$ cat src/rtl/debug_view_pkg.sv
`default_nettype none
// ============================================================================
//  Module      : debug_view_pkg
//  Description : Shared view codes, LED encodings, mode enum and small
//                helpers for the front-panel debug view sequencer.
//  Revision    : 1.0 - initial release
// ============================================================================
package debug_view_pkg;

    // View codes understood by the debug display mux
    localparam logic [2:0] VIEW_RDATA1 = 3'd0;
    localparam logic [2:0] VIEW_RDATA2 = 3'd1;
    localparam logic [2:0] VIEW_RESULT = 3'd2;
    localparam logic [2:0] VIEW_WDATA  = 3'd3;
    localparam logic [2:0] VIEW_NEXTPC = 3'd4;

    localparam int         NUM_VIEWS   = 5;
    localparam logic [4:0] LED_INVALID = 5'b11111;

    typedef enum logic [0:0] {
        MANUAL = 1'b0,
        AUTO   = 1'b1
    } mode_t;

    // One-hot indicator for a valid view; all LEDs lit for codes 5..7
    function automatic logic [4:0] view_led(input logic [2:0] sel);
        logic [4:0] led;
        if (sel < 3'(NUM_VIEWS)) begin
            led = 5'b00001 << sel;
        end else begin
            led = LED_INVALID;
        end
        return led;
    endfunction

    // Auto-scan order Rdata1 -> Rdata2 -> Result -> Wdata -> nextPC -> Rdata1
    function automatic logic [2:0] next_view(input logic [2:0] sel);
        logic [2:0] nxt;
        if (sel == VIEW_NEXTPC) begin
            nxt = VIEW_RDATA1;
        end else begin
            nxt = sel + 3'd1;
        end
        return nxt;
    endfunction

endpackage
`default_nettype wire

$ cat src/rtl/debug_view_sequencer_if.sv
`default_nettype none
// ============================================================================
//  Module      : debug_view_sequencer_if
//  Description : Front-panel bundle: raw keys and switches in, view select,
//                view LEDs, step enable, mode flag and step count out.
//                master = sequencer side, slave = panel/display side.
//  Revision    : 1.0 - initial release
// ============================================================================
interface debug_view_sequencer_if #(
    parameter int STEP_CNT_W = 16
);
    logic                  KEY_STEP_n;  // raw step button, active-low
    logic                  KEY_MODE_n;  // raw mode button, active-low
    logic [2:0]            SW_SEL;      // raw view-select switches
    logic [2:0]            SEL;         // registered view code
    logic [4:0]            SEL_LED;     // one-hot view indicator
    logic                  STEP;        // one-cycle CPU clock enable
    logic                  AUTO;        // auto-scan mode active
    logic [STEP_CNT_W-1:0] STEP_CNT;    // issued step pulses (wrapping)

    modport master (
        input  KEY_STEP_n, KEY_MODE_n, SW_SEL,
        output SEL, SEL_LED, STEP, AUTO, STEP_CNT
    );

    modport slave (
        output KEY_STEP_n, KEY_MODE_n, SW_SEL,
        input  SEL, SEL_LED, STEP, AUTO, STEP_CNT
    );
endinterface
`default_nettype wire

$ cat src/rtl/key_debounce.sv
`default_nettype none
// ============================================================================
//  Module      : key_debounce
//  Description : 2-flop synchroniser, stable-level counter and press pulse
//                for one active-low push-button.
//  Ports       : CLK, RST      - clock, async active-high reset
//                i_key_n       - raw button level (asynchronous)
//                o_press       - one-cycle pulse on an accepted press
//  Revision    : 1.0 - initial release
// ============================================================================
module key_debounce #(
    parameter int DEBOUNCE_CYCLES = 500000
) (
    input  wire logic CLK,
    input  wire logic RST,
    input  wire logic i_key_n,
    output logic      o_press
);

    localparam int c_CNT_W = (DEBOUNCE_CYCLES > 1) ? $clog2(DEBOUNCE_CYCLES) : 1;
    localparam logic [c_CNT_W-1:0] c_CNT_LAST = c_CNT_W'(DEBOUNCE_CYCLES - 1);

    logic [1:0]         r_sync;
    logic               r_level;
    logic [c_CNT_W-1:0] r_cnt;
    logic               r_press;

    // Synchroniser and debounced level start "released" so a key held
    // through reset is seen as a fresh press once reset drops.
    always_ff @(posedge CLK or posedge RST) begin
        if (RST) begin
            r_sync  <= 2'b11;
            r_level <= 1'b1;
            r_cnt   <= '0;
            r_press <= 1'b0;
        end else begin
            r_sync  <= {r_sync[0], i_key_n};
            r_press <= 1'b0;
            if (r_sync[1] == r_level) begin
                r_cnt <= '0;
            end else if (r_cnt == c_CNT_LAST) begin
                r_cnt   <= '0;
                r_level <= r_sync[1];
                r_press <= ~r_sync[1];  // only the 1->0 flip is a press
            end else begin
                r_cnt <= r_cnt + 1'b1;
            end
        end
    end

    assign o_press = r_press;

endmodule
`default_nettype wire

$ cat src/rtl/debug_view_sequencer.sv
`default_nettype none
// ============================================================================
//  Module      : debug_view_sequencer
//  Description : Front-panel controller for the MIPS debug path. Debounces
//                the step and mode keys, issues single-cycle step enables,
//                and selects the debug view either from the switches
//                (manual) or from a dwell-timed scan (auto).
//  Ports       : CLK, RST  - clock, async active-high reset
//                panel     - keys/switches in; SEL, SEL_LED, STEP, AUTO,
//                            STEP_CNT out
//  Revision    : 1.0 - initial release
// ============================================================================
module debug_view_sequencer
    import debug_view_pkg::*;
#(
    parameter int DEBOUNCE_CYCLES = 500000,
    parameter int DWELL_CYCLES    = 50000000,
    parameter int STEP_CNT_W      = 16
) (
    input  wire logic               CLK,
    input  wire logic               RST,
    debug_view_sequencer_if.master  panel
);

    localparam int c_DWELL_W = (DWELL_CYCLES > 1) ? $clog2(DWELL_CYCLES) : 1;
    localparam logic [c_DWELL_W-1:0] c_DWELL_LAST = c_DWELL_W'(DWELL_CYCLES - 1);

    logic                  w_step_press;
    logic                  w_mode_press;
    logic [2:0]            r_sw_sync0;
    logic [2:0]            r_sw_sync1;
    mode_t                 r_mode;
    mode_t                 w_mode_nxt;
    logic [2:0]            r_sel;
    logic [2:0]            w_sel_nxt;
    logic [4:0]            r_sel_led;
    logic [c_DWELL_W-1:0]  r_dwell;
    logic [c_DWELL_W-1:0]  w_dwell_nxt;
    logic                  r_step;
    logic [STEP_CNT_W-1:0] r_step_cnt;

    key_debounce #(.DEBOUNCE_CYCLES(DEBOUNCE_CYCLES)) u_step_key (
        .CLK     (CLK),
        .RST     (RST),
        .i_key_n (panel.KEY_STEP_n),
        .o_press (w_step_press)
    );

    key_debounce #(.DEBOUNCE_CYCLES(DEBOUNCE_CYCLES)) u_mode_key (
        .CLK     (CLK),
        .RST     (RST),
        .i_key_n (panel.KEY_MODE_n),
        .o_press (w_mode_press)
    );

    always_ff @(posedge CLK or posedge RST) begin
        if (RST) begin
            r_sw_sync0 <= '0;
            r_sw_sync1 <= '0;
            r_mode     <= MANUAL;
            r_sel      <= VIEW_RDATA1;
            r_sel_led  <= 5'b00001;
            r_dwell    <= '0;
            r_step     <= 1'b0;
            r_step_cnt <= '0;
        end else begin
            r_sw_sync0 <= panel.SW_SEL;
            r_sw_sync1 <= r_sw_sync0;
            r_mode     <= w_mode_nxt;
            r_sel      <= w_sel_nxt;
            // LEDs decode the next SEL so both registers change together
            r_sel_led  <= view_led(w_sel_nxt);
            r_dwell    <= w_dwell_nxt;
            r_step     <= w_step_press;
            if (w_step_press) begin
                r_step_cnt <= r_step_cnt + 1'b1;
            end
        end
    end

    // Mode toggles first; the resulting mode then decides where SEL goes,
    // so a simultaneous step press never overrides a mode change.
    always_comb begin
        w_mode_nxt  = r_mode;
        w_sel_nxt   = r_sel;
        w_dwell_nxt = r_dwell;

        if (w_mode_press) begin
            w_mode_nxt = (r_mode == MANUAL) ? AUTO : MANUAL;
        end

        if (w_mode_nxt == MANUAL) begin
            w_sel_nxt   = r_sw_sync1;
            w_dwell_nxt = '0;
        end else if (w_mode_press || w_step_press) begin
            // Entering auto or stepping restarts the scan at Rdata1;
            // this also wins over a coincident dwell terminal count.
            w_sel_nxt   = VIEW_RDATA1;
            w_dwell_nxt = '0;
        end else if (r_dwell == c_DWELL_LAST) begin
            w_sel_nxt   = next_view(r_sel);
            w_dwell_nxt = '0;
        end else begin
            w_dwell_nxt = r_dwell + 1'b1;
        end
    end

    assign panel.SEL      = r_sel;
    assign panel.SEL_LED  = r_sel_led;
    assign panel.STEP     = r_step;
    assign panel.AUTO     = (r_mode == AUTO);
    assign panel.STEP_CNT = r_step_cnt;

endmodule
`default_nettype wire

$ cat src/flat_wrapper.sv
// flat-port wrapper written by rule: the top's interface ports become plain ports
module debug_view_sequencer_flat import debug_view_pkg::*;
#(
    parameter int DEBOUNCE_CYCLES = 500000,
    parameter int DWELL_CYCLES    = 50000000,
    parameter int STEP_CNT_W      = 16
)
  (CLK, RST, panel_KEY_STEP_n, panel_KEY_MODE_n, panel_SW_SEL, panel_SEL, panel_SEL_LED, panel_STEP, panel_AUTO, panel_STEP_CNT);
  debug_view_sequencer_if #(.STEP_CNT_W(STEP_CNT_W)) panel_i ();
  input  wire logic CLK;
  input  wire logic RST;
  input wire logic [$bits(panel_i.KEY_STEP_n)-1:0] panel_KEY_STEP_n;
  input wire logic [$bits(panel_i.KEY_MODE_n)-1:0] panel_KEY_MODE_n;
  input wire logic [$bits(panel_i.SW_SEL)-1:0] panel_SW_SEL;
  output wire logic [$bits(panel_i.SEL)-1:0] panel_SEL;
  output wire logic [$bits(panel_i.SEL_LED)-1:0] panel_SEL_LED;
  output wire logic [$bits(panel_i.STEP)-1:0] panel_STEP;
  output wire logic [$bits(panel_i.AUTO)-1:0] panel_AUTO;
  output wire logic [$bits(panel_i.STEP_CNT)-1:0] panel_STEP_CNT;
  assign panel_i.KEY_STEP_n = panel_KEY_STEP_n;
  assign panel_i.KEY_MODE_n = panel_KEY_MODE_n;
  assign panel_i.SW_SEL = panel_SW_SEL;
  assign panel_SEL = panel_i.SEL;
  assign panel_SEL_LED = panel_i.SEL_LED;
  assign panel_STEP = panel_i.STEP;
  assign panel_AUTO = panel_i.AUTO;
  assign panel_STEP_CNT = panel_i.STEP_CNT;
  debug_view_sequencer #(.DEBOUNCE_CYCLES(DEBOUNCE_CYCLES), .DWELL_CYCLES(DWELL_CYCLES), .STEP_CNT_W(STEP_CNT_W)) u_core (.CLK(CLK), .RST(RST), .panel(panel_i));
endmodule
$ cat config.mk
export PLATFORM = sky130hd
export DESIGN_NAME = debug_view_sequencer_flat
export DESIGN_NICKNAME = d
export VERILOG_FILES = /design/src/rtl/debug_view_pkg.sv /design/src/rtl/debug_view_sequencer_if.sv /design/src/rtl/key_debounce.sv /design/src/rtl/debug_view_sequencer.sv /design/src/flat_wrapper.sv
export SDC_FILE = /design/constraint.sdc
export NUM_CORES = 1
export LEC_CHECK = 0
export CORE_UTILIZATION = 41
export CTS_BUF_LIST = sky130_fd_sc_hd__clkbuf_4
export CTS_CLUSTER_SIZE = 30
export DETAILED_ROUTE_END_ITERATION = 8
export PLACE_DENSITY = 0.69
export SYNTH_ARGS = -nofsm -noshare
export SYNTH_HDL_FRONTEND = slang
export SYNTH_HIERARCHICAL = 1
export SYNTH_SLANG_ARGS = --single-unit
$ cat constraint.sdc
create_clock -name CLK -period 6.4 [get_ports CLK]
set_input_delay 1.92 -clock CLK [delete_from_list [all_inputs] [get_ports CLK]]
set_output_delay 1.92 -clock CLK [all_outputs]
set_load 0.03 [all_outputs]
# == Word-level counts from Yosys, hierarchy flattened ==
# Cells that the tools add are included.
# totals
ramBits,0
romBits,0
n_memories,0
word_cells,54
input_bits,7
latch_bits,0
register_bits,104
# op_classes
n_mux,18
shifts,1
reduce_logical,3
n_lt_le_gt_ge,1
bitwise,4
eq_ne,6
n_div,0
add_sub_neg,5
multipliers,0
# op_table
cell,count
26-bit 2-to-1 mux,3
19-bit 2-to-1 mux,4
"19-bit by 1-bit adder with 19-bit output, second input constant",2
"19-bit equality test, second input constant",2
"26-bit by 1-bit adder with 26-bit output, second input constant",1
"26-bit equality test, second input constant",1
"16-bit by 1-bit adder with 16-bit output, second input constant",1
3-bit 2-to-1 mux,4
1-bit 2-to-1 mux,6
5-bit 2-to-1 mux,1
"1-bit by 3-bit left shift with 5-bit output, first input constant",1
1-bit NOT,4
2-bit AND reduction,2
"3-bit by 1-bit adder with 3-bit output, second input constant",1
"3-bit equality test, second input constant",1
"3-bit < comparator, second input constant",1
1-bit equality test,2
1-bit logical OR,1

# == Longest topological paths before layout ==
# Gate-level depths: netlist of run 1.
# logic_depth
ltp_word,7
mapped_depth,7
ltp_nobuf,6

# == Modules after synthesis ==
# The synthesis of run 1 kept the hierarchy.
# by_module_without_submodules
module,cells_each,area_per_inst_um2,instances,seq_area_each_um2
debug_view_sequencer,247,2637.5,1,1452.6
key_debounce,108,1157.4,2,579.3

# == Worst setup path before layout of run 1 ==
# No wires, ideal clock.
# synth_timing
path_kind,register to output
startpoint,"register u_core.r_sel_led[0], in the netlist u_core/panel.SEL_LED[0]"
endpoint,output port panel_SEL_LED[0]
setup_slack_ps,3892
arrival_ps,588
stages_incl_launch_ff,1
path_cell_list,dfstp_2
# synth_lines
item,line,rtl
start: declaration,debug_view_sequencer.sv:36,logic [4:0] r_sel_led;
start signal: assignment,debug_view_sequencer.sv:72,r_sel_led <= view_led(w_sel_nxt);
end: declaration,flat_wrapper.sv:16,output wire logic [$bits(panel_i.SEL_LED)-1:0] panel_SEL_LED;
# No word-level cell between the ends.

# == Final worst setup path of run 1 ==
# layout_timing
startpoint,"register u_core.r_sel_led[0], in the netlist u_core/panel.SEL_LED[0]"
endpoint,output port panel_SEL_LED[0]
# No word-level cell between the ends.

==> metrics.yaml, run 1 <==
synth_cell_types: 49
drtPass1Iterations: 6
core_area_um2: 11610
gp_congestion: 0.7858
final_common_cell: "dfrtp_1"
clk_latency_ns: 0.48
worst_slew_pin_slew_ns: 0.8691
diodes: 0
finalWirelength_mm: 9.366
vias: 3420
ys_seq_elements: 104
slew_violations: 0
slew-limit-headroom_pct: 41.99
drtIter0Drc: 161
syn_to_final_growth_pct: 11.77
crit_path_start_kind: "flop"
cpMaxStageDelayCell: "clkdlybuf4s50_1"
cp_top_family: "buffers and inverters"
grt_util_all_layers_pct: 16.64
final_hold_viol_count: 0
yosysSeqAreaShare_pct: 52.73
clockBufferDepth: 2
worst_ep_arrival_time_ns: 1.69
io_buffers: 32
cp_num_buf_inv: 1
min_period_ns: 3.612
rsz0062_at_grt: "no"
cts_buffers: 9
path_clk_slew_ns: 0.17
finalPower_mw: 1.037
clock-skew-final_ns: 0.02272
yosys_warnings: 6
cts-root-buf: "clkbuf_4"
syn_area_um2: 4952
status: "complete, but fails checks"
final_nets: 512
async_reset_ff_share_pct: 100.0
synth_ff_type: "dfrtp_1"
p_leak_nw: 2.236
path_max_fanout: 1
viasPerCell: 5.286
setup_tns_ns: 0
drive_gt1_share_pct: 8.929
die_w_um: 111.9
grt_overflow: 0
grt_pass1_vias: 3585
synth_enable_flop_cells: 0
yosysTopAreaCell: "dfrtp_1"
ant_nets: 0
setup_violations: 0
avgSynthCellArea_um2: 10.70
syn_nets: 476
ir_drop_mv: 0.09978
maxCapViolations: 0
layout_common_cells: "dfrtp_1, nor2_1, xnor2_1"
drc_errors: 2
routedWlPerCell_um: 14.48
die_height_um: 111.9
grt_pass1_wl_mm: 16.55
fin_crit_sh_pct: 56.44
fill_cells: 1088
power_density_nw_per_um2: 187.3
die-area_um2: 12520
rows: 39
synth_top_area_share_pct: 49.01
crit_chain: "clkdlybuf4s50_1"
cts.sinks: 104
initial_core_util_pct: 42.64
synthTopCellsByArea: "dfrtp_1, xnor2_1, nor2_1, dfstp_2, nand3_1"
dp_hpwl_mm: 6.487
path_class: "flop to primary output"
synthesis.instances: 463
post_cts_resized: 0
slowest_delay_ns: 0.66
violations: "design-rule violations"
end_kind: "primary output"
pin_count: 33
worstPathRequired_ns: 4.48
holdBufCountCts: 0
cts_tree: "yes"
grt_start_max_net_pins: 59
antenna_found_initial: 0
fmax_mhz: 276.8
hold_class: "flop to flop"
cts_setup_buffers: 0
cts_max_level: 3
==> metal layers <==
layer / vias up / track usage, % / routed length, µm
met5: - / 0 / 0
met1: 1697 / 19.71 / 4291
met3: 10 / 4.355 / 258
met2: 43 / 29.19 / 4701
li1: 1670 / - / -
met4: 0 / 5.676 / 114
==> layout make-up <==
type,instances,area (µm²),area share (%)
Clock buffer,9,67.56,1.221
Clock inverter,7,53.80,0.9720
Inverter,25,93.84,1.695
Multi-Input combinational cell,326,2202,39.78
Sequential cell,104,2611,47.17
Tap cell,143,178.9,3.232
Timing Repair Buffer,33,327.8,5.922
==> power by group <==
| group | internal, mW | switching, mW |
|---|---|---|
| clock network | 0.0845 | 0.226 |
| registers | 0.669 | 0.00789 |
| logic | 0.0175 | 0.0322 |
==> kinds of logic after synthesis <==
family / count (synthesis) / synth area share (%)
AO/OA/AOI/OAI: 34 / 5.129
XOR/XNOR: 66 / 11.67
adder cells (fa/ha/maj): 6 / 1.516
buffers and inverters: 33 / 2.804
flip-flops: 104 / 52.73
multiplexers: 5 / 1.086
AND/OR/NAND/NOR: 215 / 25.06
==> Yosys cell counts, drive strengths merged (3+ instances only) <==
| cell type | instances |
|---|---|
| dfrtp | 97 |
| nor2 | 72 |
| xnor2 | 55 |
| nand2 | 28 |
| nand3 | 28 |
| inv | 25 |
| nor4 | 19 |
| nand4 | 15 |
| nor3 | 15 |
| a21oi | 14 |
| xor2 | 11 |
| o21ai | 9 |
| and3 | 8 |
| buf | 8 |
| dfstp | 7 |
| ha | 6 |
| nand4b | 6 |
| or3 | 4 |
| or4 | 4 |
| and4 | 3 |
| mux2 | 3 |
==> flip-flops by register name, summed over array words and instances, names as in the netlist, 2 cells and up <==
name and flops:
u_core/r_sw_sync0 3, u_core/r_dwell 26, u_core/panel.STEP_CNT 16, u_core/u_mode_key/r_cnt 19
u_core/panel.SEL_LED 5, u_core/r_sw_sync1 3, u_core/u_step_key/r_cnt 19, u_core/u_mode_key/r_sync 2
u_core/u_step_key/r_sync 2, u_core/panel.SEL 3
==> worst paths after layout <==
path                                                          to  cells past startpoint  slack [ns]                                   from
max                                             panel_SEL_LED[0]                      1        2.79      u_core/panel.SEL_LED[0]$_DFF_PP1_
min                        u_core/u_step_key/r_sync[1]$_DFF_PP1_                      0        0.37  u_core/u_step_key/r_sync[0]$_DFF_PP1_
max reg2reg                    u_core/panel.SEL_LED[3]$_DFF_PP0_                      5        4.00            u_core/r_dwell[8]$_DFF_PP0_
min reg2reg                u_core/u_step_key/r_sync[1]$_DFF_PP1_                      0        0.37  u_core/u_step_key/r_sync[0]$_DFF_PP1_
max in group asynchronous  u_core/u_step_key/r_cnt[12]$_DFF_PP0_                      2        3.88                                    RST
min in group asynchronous  u_core/u_mode_key/r_cnt[15]$_DFF_PP0_                      2        1.96                                    RST
==> metrics by stage <==
step,hold WS (ns),area [µm²],setup slack (ns),instances,utilization [%]
after floorplan,0.3312,4952,3.054,463,-
after global placement,0.3367,5414,3.310,631,46.62
after detailed placement,0.3347,5414,3.295,631,46.62
after CTS,0.3712,5535,2.734,647,47.66
after global routing,0.3766,5535,2.709,647,47.66
final,0.3679,5535,2.788,647,47.66
No activity file was read; power rests on OpenSTA's default activity.
==> inputs of run 2 (changes only) <==
==> constraint.sdc (replaced) <==
create_clock -name CLK -period 3.7 [get_ports CLK]
set_input_delay 1.11 -clock CLK [delete_from_list [all_inputs] [get_ports CLK]]
set_output_delay 1.11 -clock CLK [all_outputs]
set_load 0.03 [all_outputs]
==> run 2 against run 1 <==
Against the previous run:
- the run still ends with design-rule violations left
- global-route usage decreased by 0.57 points
- combinational power rose by 76%
- worst setup slack got worse by 1.8 ns
- clock power up 100%
- first-iteration DRC count decreased by 1.9%
- non-clock buffer count is the same
- hold slack about the same
- critical endpoint unchanged
- largest cell class unchanged
- highest routed layer unchanged
==> metrics.yaml, run 2 (same netlist as run 1, synthesis figures left out) <==
grt_pass1_vias: 3377
holdPathStages: 0
clockBufferDepth: 2
grt_util_all_layers_pct: 16.07
die-area_um2: 12520
cp_top_family: "buffers and inverters"
cts.sinks: 104
io_buffers: 32
reg_top3: "u_core/r_dwell (26), u_core/u_mode_key/r_cnt (19), u_core/u_step_key/r_cnt (19)"
layout_common_cells: "dfrtp_1, nor2_1, xnor2_1"
clk_latency_ns: 0.44
viasPerCell: 5.289
setup_tns_ns: 0
core_area_um2: 11610
maxCapViolations: 0
setup_violations: 0
worst_slew_pin_slew_ns: 0.8906
status: "complete, but fails checks"
holdBufCountCts: 0
path_class: "flop to primary output"
cts_buffers: 9
drtIter0Drc: 158
fmax_mhz: 365.8
drive_gt1_share_pct: 9.127
path_max_fanout: 1
violations: "design-rule violations"
rows: 39
die_w_um: 111.9
rsz0062_at_grt: "no"
slew_violations: 0
crit_path_start_kind: "flop"
path_clk_slew_ns: 0.14
final_common_cell: "dfrtp_1"
final_nets: 512
vias: 3427
end_kind: "primary output"
grt_start_max_net_pins: 32
die_height_um: 111.9
min_period_ns: 2.734
crit_chain: "clkdlybuf4s50_1"
cts_tree: "yes"
finalWirelength_mm: 9.029
hold_class: "flop to flop"
fin_crit_sh_pct: 73.89
antenna_found_initial: 1
pin_count: 33
worstPathRequired_ns: 2.59
ant_nets: 0
gp_congestion: 0.7768
worst_ep_arrival_time_ns: 1.62
routedWlPerCell_um: 13.93
cts-root-buf: "clkbuf_4"
finalPower_mw: 1.893
initial_core_util_pct: 42.64
grt_pass1_wl_mm: 15.99
cp_num_buf_inv: 1
cp.depth: 1
slew-limit-headroom_pct: 40.56
regMostFlops: "u_core/r_dwell"
clock-skew-final_ns: 0.01818
cts_max_level: 3
post_cts_resized: 0
drtPass1Iterations: 6
grt_overflow: 0
worstRegToRegCells: 6
drc_errors: 2
power_density_nw_per_um2: 338.6
dp_hpwl_mm: 6.405
cpMaxStageDelayCell: "clkdlybuf4s50_1"
syn_to_final_growth_pct: 12.89
slowest_delay_ns: 0.65
largest_reg_flops: 26
ir_drop_mv: 0.2601
cts_setup_buffers: 0
final_hold_viol_count: 0
p_leak_nw: 2.257
[run 2: changes by cell type in the layout (fill, tap and decap cells not counted), sizes merged]
cell and delta:
bufinv +2, clkinv -1, clkinvlp +1, diode +1, inv -2
[run 2: power by group]
group / internal (mW) / leakage (nW) / total, mW / switching, mW
Sequential: 1.16 / 1.39 / 1.17 / 0.0135
Combinational: 0.0318 / 0.780 / 0.0874 / 0.0556
Clock: 0.275 / 0.0840 / 0.636 / 0.362
Total: 1.46 / 2.26 / 1.89 / 0.431
[run 2: final cells by class]
type / count / area (µm²)
Antenna cell: 1 / 2.502
Clock buffer: 9 / 67.56
Clock inverter: 7 / 93.84
Fill cell: 1088 / 6023
Inverter: 25 / 93.84
Multi-Input combinational cell: 326 / 2202
Sequential cell: 104 / 2611
Tap cell: 143 / 178.9
Timing Repair Buffer: 33 / 340.3
[run 2: final timing paths]
| kind | slack (ns) | end | start |
|---|---|---|---|
| setup / recovery | 0.97 | panel_SEL_LED[0] | u_core/panel.SEL_LED[0]$_DFF_PP1_ |
| hold / removal | 0.37 | u_core/u_step_key/r_sync[1]$_DFF_PP1_ | u_core/u_step_key/r_sync[0]$_DFF_PP1_ |
| setup reg to reg | 1.34 | u_core/panel.SEL_LED[3]$_DFF_PP0_ | u_core/r_dwell[0]$_DFF_PP0_ |
| hold reg to reg | 0.37 | u_core/u_step_key/r_sync[1]$_DFF_PP1_ | u_core/u_step_key/r_sync[0]$_DFF_PP1_ |
| max in group asynchronous | 1.94 | u_core/u_step_key/r_cnt[0]$_DFF_PP0_ | RST |
| min in group asynchronous | 1.09 | u_core/panel.STEP_CNT[12]$_DFFE_PP0P_ | RST |
[run 2: through the flow]
stage / util [%] / std cells / hold slack [ns] / area [µm²] / setup WS (ns)
floorplan: - / 463 / 0.3312 / 4952 / 1.164
global placement: 46.72 / 631 / 0.3391 / 5426 / 1.431
detailed placement: 46.72 / 631 / 0.3418 / 5426 / 1.358
CTS: 48.11 / 647 / 0.3695 / 5588 / 0.9232
global route: 48.14 / 648 / 0.3711 / 5590 / 0.8999
finish: 48.14 / 648 / 0.3684 / 5590 / 0.9661
[run 2: layer usage]
| metal | vias up | global-route usage, % | share of wire, % |
|---|---|---|---|
| met5 | - | 0 | 0 |
| met4 | 0 | 6.757 | 1.8 |
| met3 | 13 | 3.157 | 2.9 |
| met2 | 49 | 26.17 | 49 |
| met1 | 1687 | 20.97 | 46 |
| li1 | 1678 | - | - |
==> inputs of run 3 (changes only) <==
==> constraint.sdc (replaced) <==
create_clock -name CLK -period 2.8 [get_ports CLK]
set_input_delay 0.84 -clock CLK [delete_from_list [all_inputs] [get_ports CLK]]
set_output_delay 0.84 -clock CLK [all_outputs]
set_load 0.03 [all_outputs]
==> run 3 against run 2 <==
Against the previous run:
- the flow still finishes with violations (design-rule violations)
- wire length is 2.1% higher
- count of clock-buffer cells in the layout unchanged
- critical path depth stayed put
- total power rose by 32%
- critical path type unchanged
- critical endpoint unchanged
- highest routed layer unchanged
==> metrics.yaml, run 3 (same netlist as run 1, synthesis figures left out) <==
antenna_found_initial: 0
cp_top_family: "buffers and inverters"
cts_buffers: 9
crit_chain: "clkdlybuf4s50_1"
setup_violations: 0
grt_util_all_layers_pct: 16.05
cts_setup_buffers: 0
worst_ep_arrival_time_ns: 1.66
reg_top3: "u_core/r_dwell (26), u_core/u_mode_key/r_cnt (19), u_core/u_step_key/r_cnt (19)"
pin_count: 33
die-area_um2: 12520
holdWs_ns: 0.3675
path_max_fanout: 1
hold_class: "flop to flop"
dp_hpwl_mm: 6.568
cp_num_buf_inv: 1
routedWlPerCell_um: 14.13
power_density_nw_per_um2: 444.1
maxCapViolations: 0
slew_violations: 0
finalWirelength_mm: 9.215
grt_overflow: 0
ir_drop_mv: 0.4384
final_hold_viol_count: 0
cts_tree: "yes"
die_height_um: 111.9
final_common_cell: "dfrtp_1"
setup_tns_ns: 0
path_clk_slew_ns: 0.16
largest_reg_flops: 26
grt_start_max_net_pins: 26
post_cts_resized: 0
violations: "design-rule violations"
initial_core_util_pct: 42.64
cts.sinks: 104
vias: 3442
drtPass1Iterations: 6
gp_congestion: 0.8028
grt_pass1_vias: 3458
cts-root-buf: "clkbuf_4"
end_kind: "primary output"
ff_latch_area_um2: 2611
fill_cells: 1082
regMostFlops: "u_core/r_dwell"
min_period_ns: 2.497
diodes: 0
ant_nets: 0
clock-skew-final_ns: 0.009400
clk_latency_ns: 0.46
grt_pass1_wl_mm: 16.02
worstPathRequired_ns: 1.96
slew-limit-headroom_pct: 62.88
core_area_um2: 11610
crit_path_start_kind: "flop"
p_leak_nw: 2.277
layout_common_cells: "dfrtp_1, nor2_1, xnor2_1"
drc_errors: 2
rows: 39
slowest_delay_ns: 0.65
cts_max_level: 3
cpMaxStageDelayCell: "clkdlybuf4s50_1"
viasPerCell: 5.279
holdBufCountCts: 0
drtIter0Drc: 186
die_w_um: 111.9
fin_crit_sh_pct: 89.19
syn_to_final_growth_pct: 13.21
status: "complete, but fails checks"
drive_gt1_share_pct: 10.22
path_class: "flop to primary output"
worst_slew_pin_slew_ns: 0.5553
clockBufferDepth: 2
final_nets: 517
multi_input_area_um2: 2202
fmax_mhz: 400.4
rsz0062_at_grt: "no"
io_buffers: 32
[run 3: changes by cell type in the layout (fill, tap and decap cells not counted)]
cell	before	now
clkinv_1	1	0
inv_8	0	2
buf_12	1	0
clkinv_4	1	2
buf_4	0	6
diode_2	1	0
bufinv_16	2	1
clkinv_2	1	0
clkinvlp_4	1	0
inv_6	1	2
[run 3: layer usage]
layer  vias up  routed length, µm  GRT usage, %
met5         -                  0             0
met2        49               4506         26.83
met1      1704               4247         20.29
met3         9                325         3.702
li1       1680                  -             -
met4         0                136         6.036
[run 3: area by class of cell]
class,count,share of cell area [%]
clock inverters,7,1.562
clock buffers,9,1.205
repair buffers,38,6.516
multi-input cells,326,39.28
inverters,25,1.674
well taps,143,3.191
flip-flops and latches,104,46.57
[run 3: power by group]
group	total [mW]	switching, mW	leakage, nW	internal (mW)
Combinational	0.118	0.0743	0.799	0.0438
Clock	0.826	0.531	0.0849	0.295
Sequential	1.55	0.0180	1.39	1.53
Total	2.49	0.623	2.28	1.87
[run 3: path summary, 6_finish.rpt]
check / to / depth (start not counted) / slack [ns] / startpoint
max: panel_SEL_LED[0] / 1 / 0.30 / u_core/panel.SEL_LED[0]$_DFF_PP1_
min reg2reg: u_core/u_mode_key/r_sync[1]$_DFF_PP1_ / 0 / 0.37 / u_core/u_mode_key/r_sync[0]$_DFF_PP1_
max reg2reg: u_core/panel.SEL_LED[0]$_DFF_PP1_ / 4 / 0.77 / u_core/u_step_key/o_press$_DFF_PP0_
min: u_core/u_mode_key/r_sync[1]$_DFF_PP1_ / 0 / 0.37 / u_core/u_mode_key/r_sync[0]$_DFF_PP1_
min in group asynchronous: u_core/r_dwell[4]$_DFF_PP0_ / 2 / 0.76 / RST
max in group asynchronous: u_core/r_dwell[12]$_DFF_PP0_ / 3 / 1.41 / RST
[run 3: through the flow]
| step | area [µm²] | std cells | utilization, % | power [mW] | worst slack [ns] |
|---|---|---|---|---|---|
| after detailed placement | 5451 | 636 | 46.94 | 1.695 | 0.8080 |
| after floorplan | 4952 | 463 | - | 1.647 | 0.5337 |
| after CTS | 5607 | 652 | 48.28 | 2.529 | 0.2689 |
| after global routing | 5607 | 652 | 48.28 | 2.593 | 0.2411 |
| final | 5607 | 652 | 48.28 | 2.490 | 0.3027 |
| after global placement | 5451 | 636 | 46.94 | 1.691 | 0.8091 |
